--- src/rtl/control_sequencer_if.sv ---
// control_sequencer_if: datapath-side bundle of the control sequencer
// master: sequencer side (receives IR, Mem_ready, Stop; drives strobes, register selects, alu_op, Run, Illegal)
// slave: datapath side (mirror image)
interface control_sequencer_if;
  logic [31:0] IR;
  logic Mem_ready, Stop;
  logic PCout, MDRout, Zlowout, ZHighout, Rout;
  logic MARin, PCin, MDRin, IRin, Yin, ZLowIn, ZHighIn, HIin, LOin, Rin, IncPC, Read;
  logic Gra, Grb, Grc;
  logic [4:0] alu_op;
  logic Run, Illegal;
  modport master(
    input IR, Mem_ready, Stop,
    output PCout, MDRout, Zlowout, ZHighout, Rout, MARin, PCin, MDRin, IRin, Yin,
           ZLowIn, ZHighIn, HIin, LOin, Rin, IncPC, Read, Gra, Grb, Grc, alu_op, Run, Illegal
  );
  modport slave(
    output IR, Mem_ready, Stop,
    input PCout, MDRout, Zlowout, ZHighout, Rout, MARin, PCin, MDRin, IRin, Yin,
          ZLowIn, ZHighIn, HIin, LOin, Rin, IncPC, Read, Gra, Grb, Grc, alu_op, Run, Illegal
  );
endinterface

--- src/rtl/control_sequencer.sv ---
// control_sequencer: Moore FSM issuing fetch/execute datapath strobes one state per clock
// Clock: rising-edge clock; Clear: asynchronous active-high reset
// bus: IR/Mem_ready/Stop in, strobes, Gra/Grb/Grc, alu_op, Run, Illegal out
module control_sequencer (
  input logic Clock,
  input logic Clear,
  control_sequencer_if.master bus
);
  typedef enum logic [3:0] {RST, T0, T1, T2, T3, T4, T5, T6, HALT} state_t;
  state_t state, nxt, fin_nxt;
  logic [4:0] op;
  logic cls_a, cls_m, cls_u, cls_h, cls_ill, two_op, alu_en, wb;
  // opcode captured leaving T2 so later IR changes cannot alter the running instruction
  always_ff @(posedge Clock or posedge Clear)
    if (Clear) begin
      state <= RST;
      op <= '0;
    end else begin
      state <= nxt;
      if (state == T2) op <= bus.IR[31:27];
    end
  assign cls_a = op inside {[5'd3:5'd11]};
  assign cls_m = op inside {5'd15, 5'd16};
  assign cls_u = op inside {5'd17, 5'd18};
  assign cls_h = op == 5'd27;
  assign cls_ill = !(cls_a || cls_m || cls_u || cls_h || op == 5'd26);
  assign two_op = cls_a || cls_m;
  always_comb begin
    fin_nxt = bus.Stop ? HALT : T0;
    nxt = state;
    case (state)
      RST: nxt = T0;
      T0: nxt = T1;
      T1: nxt = bus.Mem_ready ? T2 : T1;
      T2: nxt = T3;
      T3: nxt = cls_h ? HALT : (two_op || cls_u) ? T4 : fin_nxt;
      T4: nxt = cls_u ? fin_nxt : T5;
      T5: nxt = cls_m ? T6 : fin_nxt;
      T6: nxt = fin_nxt;
      default: nxt = HALT;
    endcase
  end
  assign alu_en = (state == T3 && cls_u) || (state == T4 && two_op);
  assign wb = (state == T5 && cls_a) || (state == T4 && cls_u);
  assign bus.PCout = state == T0;
  assign bus.MARin = state == T0;
  assign bus.IncPC = state == T0;
  assign bus.Read = state == T1;
  assign bus.MDRin = state == T1;
  assign bus.MDRout = state == T2;
  assign bus.IRin = state == T2;
  assign bus.Yin = state == T3 && two_op;
  assign bus.Grb = state == T3 && (two_op || cls_u);
  assign bus.Grc = state == T4 && two_op;
  assign bus.Rout = (state == T3 && (two_op || cls_u)) || (state == T4 && two_op);
  assign bus.ZLowIn = alu_en;
  assign bus.ZHighIn = alu_en;
  assign bus.alu_op = alu_en ? op : 5'd0;
  assign bus.Gra = wb;
  assign bus.Rin = wb;
  assign bus.Zlowout = wb || (state == T5 && cls_m);
  assign bus.LOin = state == T5 && cls_m;
  assign bus.ZHighout = state == T6;
  assign bus.HIin = state == T6;
  assign bus.PCin = 1'b0;
  assign bus.Illegal = state == T3 && cls_ill;
  assign bus.Run = state != RST && state != HALT;
endmodule

--- src/flat_wrapper.sv ---
// flat-port wrapper written by rule: the top's interface ports become plain ports
module control_sequencer_flat 
  (Clock, Clear, bus_IR, bus_Mem_ready, bus_Stop, bus_PCout, bus_MDRout, bus_Zlowout, bus_ZHighout, bus_Rout, bus_MARin, bus_PCin, bus_MDRin, bus_IRin, bus_Yin, bus_ZLowIn, bus_ZHighIn, bus_HIin, bus_LOin, bus_Rin, bus_IncPC, bus_Read, bus_Gra, bus_Grb, bus_Grc, bus_alu_op, bus_Run, bus_Illegal);
  control_sequencer_if bus_i ();
  input logic Clock;
  input logic Clear;
  input wire logic [$bits(bus_i.IR)-1:0] bus_IR;
  input wire logic [$bits(bus_i.Mem_ready)-1:0] bus_Mem_ready;
  input wire logic [$bits(bus_i.Stop)-1:0] bus_Stop;
  output wire logic [$bits(bus_i.PCout)-1:0] bus_PCout;
  output wire logic [$bits(bus_i.MDRout)-1:0] bus_MDRout;
  output wire logic [$bits(bus_i.Zlowout)-1:0] bus_Zlowout;
  output wire logic [$bits(bus_i.ZHighout)-1:0] bus_ZHighout;
  output wire logic [$bits(bus_i.Rout)-1:0] bus_Rout;
  output wire logic [$bits(bus_i.MARin)-1:0] bus_MARin;
  output wire logic [$bits(bus_i.PCin)-1:0] bus_PCin;
  output wire logic [$bits(bus_i.MDRin)-1:0] bus_MDRin;
  output wire logic [$bits(bus_i.IRin)-1:0] bus_IRin;
  output wire logic [$bits(bus_i.Yin)-1:0] bus_Yin;
  output wire logic [$bits(bus_i.ZLowIn)-1:0] bus_ZLowIn;
  output wire logic [$bits(bus_i.ZHighIn)-1:0] bus_ZHighIn;
  output wire logic [$bits(bus_i.HIin)-1:0] bus_HIin;
  output wire logic [$bits(bus_i.LOin)-1:0] bus_LOin;
  output wire logic [$bits(bus_i.Rin)-1:0] bus_Rin;
  output wire logic [$bits(bus_i.IncPC)-1:0] bus_IncPC;
  output wire logic [$bits(bus_i.Read)-1:0] bus_Read;
  output wire logic [$bits(bus_i.Gra)-1:0] bus_Gra;
  output wire logic [$bits(bus_i.Grb)-1:0] bus_Grb;
  output wire logic [$bits(bus_i.Grc)-1:0] bus_Grc;
  output wire logic [$bits(bus_i.alu_op)-1:0] bus_alu_op;
  output wire logic [$bits(bus_i.Run)-1:0] bus_Run;
  output wire logic [$bits(bus_i.Illegal)-1:0] bus_Illegal;
  assign bus_i.IR = bus_IR;
  assign bus_i.Mem_ready = bus_Mem_ready;
  assign bus_i.Stop = bus_Stop;
  assign bus_PCout = bus_i.PCout;
  assign bus_MDRout = bus_i.MDRout;
  assign bus_Zlowout = bus_i.Zlowout;
  assign bus_ZHighout = bus_i.ZHighout;
  assign bus_Rout = bus_i.Rout;
  assign bus_MARin = bus_i.MARin;
  assign bus_PCin = bus_i.PCin;
  assign bus_MDRin = bus_i.MDRin;
  assign bus_IRin = bus_i.IRin;
  assign bus_Yin = bus_i.Yin;
  assign bus_ZLowIn = bus_i.ZLowIn;
  assign bus_ZHighIn = bus_i.ZHighIn;
  assign bus_HIin = bus_i.HIin;
  assign bus_LOin = bus_i.LOin;
  assign bus_Rin = bus_i.Rin;
  assign bus_IncPC = bus_i.IncPC;
  assign bus_Read = bus_i.Read;
  assign bus_Gra = bus_i.Gra;
  assign bus_Grb = bus_i.Grb;
  assign bus_Grc = bus_i.Grc;
  assign bus_alu_op = bus_i.alu_op;
  assign bus_Run = bus_i.Run;
  assign bus_Illegal = bus_i.Illegal;
  control_sequencer u_core (.Clock(Clock), .Clear(Clear), .bus(bus_i));
endmodule
--- config.mk ---
export PLATFORM = sky130hd
export DESIGN_NAME = control_sequencer_flat
export DESIGN_NICKNAME = d
export VERILOG_FILES = /design/src/rtl/control_sequencer_if.sv /design/src/rtl/control_sequencer.sv /design/src/flat_wrapper.sv
export SDC_FILE = /design/constraint.sdc
export NUM_CORES = 1
export LEC_CHECK = 0
export CORE_MARGIN = 4
export CORE_UTILIZATION = 32
export CTS_CLUSTER_SIZE = 14
export DETAILED_ROUTE_END_ITERATION = 6
export PLACE_DENSITY = 0.77
export SYNTH_ARGS = -nofsm -noshare
export SYNTH_HDL_FRONTEND = slang
export SYNTH_SLANG_ARGS = --single-unit
--- constraint.sdc ---
create_clock -name Clock -period 2.1 [get_ports Clock]
set_input_delay 0.525 -clock Clock [delete_from_list [all_inputs] [get_ports Clock]]
set_output_delay 0.525 -clock Clock [all_outputs]
set_load 0.02 [all_outputs]
==> flow_summary.toml, run 1 <==
[grt]
grt_util_all_layers_pct = 14.40
grt_overflow = 0
grt_antenna_before_repair = 0
grt_pass1_vias = 915
grt_pass1_wl_um = 4077
grt_max_degree = 13

[clock_network]
h-tree-depth = 1
clock-sinks = 9
cts_buffers = 3
postCtsHoldBufs = 0
cts_root_buffer = "clkbuf_4"
cts_tree = "built"
clockBufferDepth = 2
clkTransAtPathRegs_ns = 0.05
insertion_delay_ns = 0.26

[place]
dp_cells = 187
io_buffers = 34
place_congestion = 0.9785
dp_hpwl_um = 1970

[worst_setup_path]
rr_worst_depth = 5
start_kind = "register"
end_kind = "output pin"
r2r-start = "u_core.op[3]"
cp_max_fo = 7
endpoint = "bus_alu_op[4]"
arrival_ns = 1.84
crit_chain = "or4b_4, a21oi_4, o311a_4, and2_2, buf_6"
cp_slowest_cell = "or4b_4"
crit_type = "reg -> out"
reg2reg_slack_ns = 0.33
crit_start = "u_core.op[0]"
required_ns = 1.57
critPathMaxStageDelay_ns = 0.56
r2r_end = "u_core.state[2]"

[power_and_ir_drop]
combPwrFrac_pct = 76.8
powerDensity_mw_per_mm2 = 1276
switching_share_pct = 45.28
internal-power_uw = 1058
pwr-share-seq_pct = 16.5
leakagePower_uw = 0.0006810
clock_power_share_pct = 6.7
switchingPower_uw = 875.5
ir_worst_vdd_v = 0.0007434

[yosys]
ys_warn_count = 0
synth.cell_area_um2 = 909.6
syn_nets = 148
yosys_most_used_dff = "dfrtp_1"
ys_seq_elements = 9
netlist_instances = 112
yosys.cell_types.count = 41
ys_seq_area_share_pct = 24.76
post_synth.cell_area_avg_um2 = 8.122
async_reset_ff_share_pct = 100.0
synth-edff-count = 0

[floorplanning]
core-area_mm2 = 0.002734
num_rows = 19
die_area_mm2 = 0.003760
initial_core_util_pct = 33.27
die-height_um = 61.32
ioPinCount = 63
die-width_um = 61.32

[detailed_routing]
routed_via_density = 5.057
finalWirelength_um = 2463
drt-wirelength-per-cell_um = 12.76
first_iter_violations = 25
ant_nets = 0
first_pass_iters = 4
route.detailed.drc = 0
vias = 976

[outcome]
status = "finished, violations left"
failed_checks = "negative setup slack"

[timing]
fin_crit_sh_pct = 112.4
setup_viol = 15
whs_ns = 0.5091
rsz0062_at_grt = "yes"
clock.fmax_ghz = 0.4237
drv_slew = 0
layout_setup_ws_ns = -0.2601
hold_violations = 0
period_needed_ns = 2.360
clock_skew_ns = 0.001509

[final_layout]
syn_to_final_growth_pct = 66.57
num_antenna_cells = 0
final_nets = 199
final_cell_count_no_fill = 193
drive_above_1_share_pct = 50.62
num-fill-cells = 240

[flow_run]
maxCapViolCount = 0

[worst_hold_path]
min_path_type = "in -> async"
[what timing repair did]
action	4_1_cts	5_1_grt
pin swaps	3	3
buffers inserted	0	2
endpoints found under the setup margin	26	19
gates resized for setup	108	24
[kinds of logic (layout without fill, tap and decap cells)]
logic type                count (synthesis)  in the layout  synth area share, %
and+or+nand+nor                          46             46                27.79
AOI/OAI and AO/OA                        27             27                23.39
buffers and inverters                    23             73                16.64
DFF                                       9              9                24.76
muxes                                     5              5                6.052
other                                     1              1               0.4123
xor gates and xnor gates                  1              1               0.9630
[power by group through the flow]
stage                     clock network, uW  registers [uW]  logic (uW)
after global placement                    0             309        1240
final                                   129             319        1490
after detailed placement                  0             315        1280
after CTS                               138             313        1350
after floorplan                           0             306         822
after global routing                    143             330        1610
[worst min-delay path by stage]
| stage | from | end | cells past startpoint |
|---|---|---|---|
| final | Clear | u_core.op[2] | 2 |
| after global routing | Clear | u_core.op[2] | 2 |
| after CTS | Clear | u_core.op[2] | 2 |
| after detailed placement | u_core.state[3] | u_core.state[0] | 2 |
| after global placement | u_core.state[3] | u_core.state[0] | 2 |
| after floorplan | Clear | u_core.op[0] | 1 |
[cells in the final DEF, fill, tap and decap left out, drive strengths merged, types with 2 or more instances in the layout]
master,synthesis,layout
buf,16,45
nor2,13,13
dfrtp,9,9
clkdlybuf4s50,0,8
nor3,8,8
nand2,7,7
o21ai,7,7
inv,6,6
and2,6,6
clkbuf,1,6
dlygate4sd2,0,5
mux2,4,4
nand2b,4,4
a21oi,4,4
clkdlybuf4s15,0,3
o211ai,2,2
nor2b,2,2
o2bb2ai,2,2
[critical path, delay by kind of cell (launching register included)]
kind / cells / cell delay [ns]
buffers and inverters: 1 / 0.11
AOI/OAI and AO/OA: 2 / 0.38
DFF: 1 / 0.38
and+or+nand+nor: 2 / 0.71
[cell type report]
type	count	area (um2)	share of cell area, %
clock buffers	4	26.28	1.734
repair buffers	63	544.3	35.92
flip-flops and latches	9	225.2	14.86
multi-input cells	80	658.1	43.44
well taps	31	38.79	2.560
inverters	6	22.52	1.486
[cells in the mapped netlist (3+ instances only)]
library cell	instances	area share, %
o21ai_0	7	3.9
buf_6	4	5.0
nor3_1	7	3.9
dfrtp_1	9	25
inv_1	6	2.5
a21oi_1	3	1.7
mux2_2	4	5.0
and2_1	6	4.1
buf_2	4	2.2
nand2b_1	3	2.1
buf_4	8	6.6
nand2_1	7	2.9
nor2_1	13	5.4
[per-layer routing]
metal	track usage [%]	vias to the layer above	wire length [um]
li1	-	486	-
met1	19.21	452	1072
met2	22.96	34	1188
met3	1.258	4	158
met4	7.740	0	43
met5	0	-	0
[sequential cells by signal, indices dropped and copies added (netlist names)]
| name | count |
|---|---|
| u_core.op | 5 |
| u_core.state | 4 |
[metrics by stage]
| stage | setup TNS [ns] | worst slack [ns] | power [uW] | util [%] | area, um2 |
|---|---|---|---|---|---|
| after global routing | -4.365 | -0.3469 | 2083 | 55.42 | 1515 |
| after CTS | -3.352 | -0.2781 | 1796 | 52.77 | 1443 |
| after floorplan | -0.3052 | -0.05289 | 1128 | - | 939.7 |
| after detailed placement | -6.760 | -0.5142 | 1594 | 50.94 | 1393 |
| final | -2.988 | -0.2601 | 1934 | 55.42 | 1515 |
| after global placement | -6.210 | -0.4740 | 1553 | 50.94 | 1393 |
Note: power is estimated with default switching activity, not from simulation.
==> run 2: changes to the inputs <==
REMOVE_ABC_BUFFERS = 1   (was unset)
SLEW_MARGIN = 30   (was unset)
==> run 2 against run 1 <==
Net effect: the run still ends with negative setup slack left; via count fell by 2.7%; final cell count fell by 0.52%; combinational power fell by 3%; critical path depth did not move; power fell by 2.4%; first-iteration DRC count fell by 40%.
==> flow_summary.toml, run 2 (synthesized netlist as in run 1, its figures left out) <==
[final_layout]
final_core_util_pct = 53.87
fin_area_mm2 = 0.001473
drive_above_1_share_pct = 46.58
largestRegisters = "u_core.op x5, u_core.state x4"
largest_reg_flops = 5
num_antenna_cells = 0
final_nets = 198
regMostFlops = "u_core.op"
layout_common_cells = "buf_4, nor2_1, buf_6, dfrtp_1, clkdlybuf4s50_1"
syn_to_final_growth_pct = 61.90
final_common_cell = "buf_4"

[clock_network]
clkTransAtPathRegs_ns = 0.06
cts_root_buffer = "clkbuf_4"
cts_buffers = 3
clock-sinks = 9
h-tree-depth = 1
insertion_delay_ns = 0.26
clockBufferDepth = 2
cts_tree = "built"

[grt]
grt_pass1_wl_um = 4022
grt_pass1_vias = 933
grt_max_degree = 13
grt_util_all_layers_pct = 14.23
grt_overflow = 0
grt_antenna_before_repair = 0

[worst_setup_path]
end_kind = "output pin"
critPathMaxStageDelay_ns = 0.56
crit_type = "reg -> out"
cp_slowest_cell = "or4b_4"
reg2reg_slack_ns = 0.38
cp_max_fo = 7
arrival_ns = 1.87
start_kind = "register"
required_ns = 1.57
crit_chain = "or4b_4, a21oi_4, o311a_4, and2_1, buf_6"

[power_and_ir_drop]
leakagePower_uw = 0.0006613
pwr-share-seq_pct = 16.5
internal-power_uw = 1041
switching_share_pct = 44.88
combPwrFrac_pct = 76.7
ir_worst_vdd_v = 0.0009277
clock_power_share_pct = 6.8
switchingPower_uw = 847.3
powerDensity_mw_per_mm2 = 1282

[flow_run]
maxCapViolCount = 0

[floorplanning]
die-width_um = 61.32
core-area_mm2 = 0.002734
num_rows = 19
die_area_mm2 = 0.003760
ioPinCount = 63
initial_core_util_pct = 33.27
die-height_um = 61.32

[timing]
fin_tns_setup_ns = -3.041
clock_skew_ns = 0.001639
drv_slew = 0
period_needed_ns = 2.393
rsz0062_at_grt = "yes"
fin_crit_sh_pct = 114.0
layout_setup_ws_ns = -0.2935
hold_violations = 0
clock.fmax_ghz = 0.4178
setup_viol = 15

[outcome]
status = "finished, violations left"
failed_checks = "negative setup slack"

[detailed_routing]
finalWirelength_um = 2526
route.detailed.drc = 0
first_iter_violations = 15
drt-wirelength-per-cell_um = 13.16
vias = 950
first_pass_iters = 4
routed_via_density = 4.948
ant_nets = 0

[worst_hold_path]
min_path_type = "in -> async"

[place]
io_buffers = 34
placed_area_mm2 = 0.001348
place_congestion = 0.8507
dp_hpwl_um = 2026
-- run 2: cell types whose count changed in the layout (fill, tap and decap cells not counted), sizes merged --
cell  previous run  this run
buf             45        44
-- run 2: metrics by stage --
stage	setup slack (ns)	hold slack [ns]	std cells	power [uW]
floorplan	-0.2852	0.3529	95	966.7
global route	-0.3541	0.5591	192	2024
finish	-0.2935	0.5209	192	1888
CTS	-0.2799	0.5199	190	1795
detailed placement	-0.5090	0.5727	185	1544
global placement	-0.4839	0.5590	185	1511
-- run 2: what timing repair did --
| action | CTS | global route |
|---|---|---|
| buffers inserted | 1 | 2 |
| gates resized for setup | 122 | 16 |
| setup endpoints to repair | 26 | 21 |
| hold buffers | 0 | 0 |
| pin swaps | 4 | 6 |
-- run 2: critical path: cells and delay by family (launching register included) --
family,cells,cell delay [ns]
AO/OA/AOI/OAI,2,0.39
buffers and inverters,1,0.12
flip-flops,1,0.38
AND/OR/NAND/NOR,2,0.72
-- run 2: path summary, 6_finish.rpt --
path | endpoint | startpoint | depth (start not counted)
worst max-delay path | bus_alu_op[3] | u_core.op[1] | 5
worst min-delay path | u_core.op[1] | Clear | 2
worst max register to register | u_core.state[2] | u_core.op[3] | 5
worst min register to register | u_core.state[0] | u_core.state[3] | 2
max in group asynchronous | u_core.state[0] | Clear | 2
min in group Clock | u_core.state[0] | u_core.state[3] | 2
-- run 2: area by class of cell --
cell class	instances	area (um2)
flip-flops and latches	9	225.2
clock buffers	4	26.28
fillers	247	1261
multi-input cells	80	628.1
well taps	31	38.79
repair buffers	62	531.8
inverters	6	22.52
-- run 2: power by group through the flow --
| stage | clock network [uW] | registers, uW | logic (uW) |
|---|---|---|---|
| 2_1_floorplan | 0 | 403 | 564 |
| 3_3_place_gp | 0 | 306 | 1210 |
| 3_5_place_dp | 0 | 314 | 1230 |
| 4_1_cts | 136 | 308 | 1350 |
| 5_1_grt | 138 | 322 | 1560 |
| 6_report | 128 | 311 | 1450 |
-- run 2: layer usage --
layer	vias up	part of all wire, %	track usage (%)
li1	481	-	-
met1	447	42	17.53
met2	18	53	25.23
met3	4	3.5	0.8386
met4	0	0.87	6.502
met5	-	0	0
==> run 3: changes to the inputs <==
CORE_MARGIN = unset   (was 4)
==> run 3 against run 2 <==
Net effect: the run still ends with negative setup slack left; count of clock-buffer cells in the layout did not move; routed wire length is 0.99% higher; combinational power is 3% higher; final cell count is 0.52% lower; die area shrank 19%; sequential cell count is the same; fmax rose by 2.1%; non-clock buffer count unchanged; worst setup slack improved by 0.049 ns; clock skew rose by 0.00099 ns; global-route usage increased by 2.7 points; critical path depth unchanged; highest routed layer unchanged.
==> flow_summary.toml, run 3 (synthesized netlist as in run 1, its figures left out) <==
[grt]
grt_pass1_vias = 956
grtUsageMet3_pct = 2.576
gr-usage-met2_pct = 29.78
grt_overflow = 0
grt_pass1_wl_um = 4209
grt_max_degree = 13
grt_antenna_before_repair = 0
grt_util_all_layers_pct = 16.91
use_met1_pct = 19.71
grt-busiest-layer = "met2"

[detailed_routing]
finalWirelength_um = 2551
routed_via_density = 5.204
first_iter_violations = 18
ant_nets = 0
drt-wirelength-per-cell_um = 13.36
vias = 994
route.detailed.drc = 0
first_pass_iters = 4

[clock_network]
postCtsHoldBufs = 0
clock-sinks = 9
clockBufferDepth = 2
insertion_delay_ns = 0.25
clkTransAtPathRegs_ns = 0.06
cts_buffers = 3
cts_tree = "built"
h-tree-depth = 1
cts_root_buffer = "clkbuf_4"

[final_layout]
final_common_cell = "buf_4"
fin_area_mm2 = 0.001510
num_antenna_cells = 0
regMostFlops = "u_core.op"
drive_above_1_share_pct = 50.31
largest_reg_flops = 5
final_nets = 198
layout_common_cells = "buf_4, buf_6, dfrtp_1"
largestRegisters = "u_core.op x5, u_core.state x4"
final_cell_count_no_fill = 191
syn_to_final_growth_pct = 66.03

[power_and_ir_drop]
leakagePower_uw = 0.0006838
powerDensity_mw_per_mm2 = 1287
ir_worst_vdd_v = 0.0007736

[timing]
fin_tns_setup_ns = -2.554
fin_crit_sh_pct = 111.6
clock_skew_ns = 0.002631
layout_setup_ws_ns = -0.2443
rsz0062_at_grt = "yes"
hold_violations = 0
setup_viol = 14
clock.fmax_ghz = 0.4266
drv_slew = 0
period_needed_ns = 2.344

[worst_setup_path]
reg2reg_slack_ns = 0.32
arrival_ns = 1.82
cp_max_fo = 7
rr_worst_depth = 5
crit_type = "reg -> out"
end_kind = "output pin"
required_ns = 1.57
start_kind = "register"

[floorplanning]
die-height_um = 55.32
die_area_mm2 = 0.003060
num_rows = 18
ioPinCount = 63
core-area_mm2 = 0.002590
die-width_um = 55.32
initial_core_util_pct = 35.12

[place]
dp_hpwl_um = 1971
place_congestion = 0.8507
dp_cells = 185
io_buffers = 34
placed_area_mm2 = 0.001354

[outcome]
failed_checks = "negative setup slack"
status = "finished, violations left"

[worst_hold_path]
min_path_type = "in -> async"

[flow_run]
maxCapViolCount = 0
## run 3: per-stage QoR
stage | setup slack, ns | hold slack [ns] | utilization (%) | total power [uW]
finish | -0.2443 | 0.5242 | 58.31 | 1943
global route | -0.3343 | 0.5435 | 58.31 | 2082
CTS | -0.2651 | 0.5296 | 55.75 | 1816
detailed placement | -0.4905 | 0.5785 | 52.27 | 1528
global placement | -0.4677 | 0.5628 | 52.27 | 1486
floorplan | -0.2852 | 0.3529 | - | 966.7
## run 3: worst paths after layout
check / from / endpoint
worst max-delay path: u_core.op[0] / bus_Rout
worst min-delay path: Clear / u_core.op[3]
worst max register to register: u_core.op[4] / u_core.state[2]
worst min register to register: u_core.state[3] / u_core.state[0]
max in group asynchronous: Clear / u_core.state[1]
min in group Clock: u_core.state[3] / u_core.state[0]
## run 3: power by group
group          switching (uW)  internal (uW)
logic                     784            716
registers                62.7            253
clock network            54.1           72.8
total                     901           1040
## run 3: final cells by class
type | instances | area (um2)
repair buffers | 62 | 534.3
clock buffers | 4 | 26.28
flip-flops and latches | 9 | 225.2
well taps | 30 | 37.54
multi-input cells | 80 | 664.4
fillers | 230 | 1080
inverters | 6 | 22.52
## run 3: routing by layer
layer  routed length, um  vias up
li1                    -      483
met1                1063      459
met2                1285       46
met3                 148        6
met4                  54        0
met5                   0        -
## run 3: timing repair
item | 4_1_cts | 5_1_grt
resized for setup | 120 | 23
pin swaps | 8 | 5
setup endpoints to repair | 26 | 21
buffers inserted | 2 | 1
## run 3: worst max-delay path, cell delays in order, from the launching register on
cell and delay, ns:
dfrtp_1 0.38, or4b_4 0.56, a21oi_4 0.16, o311a_4 0.21, o21bai_1 0.11, buf_4 0.15
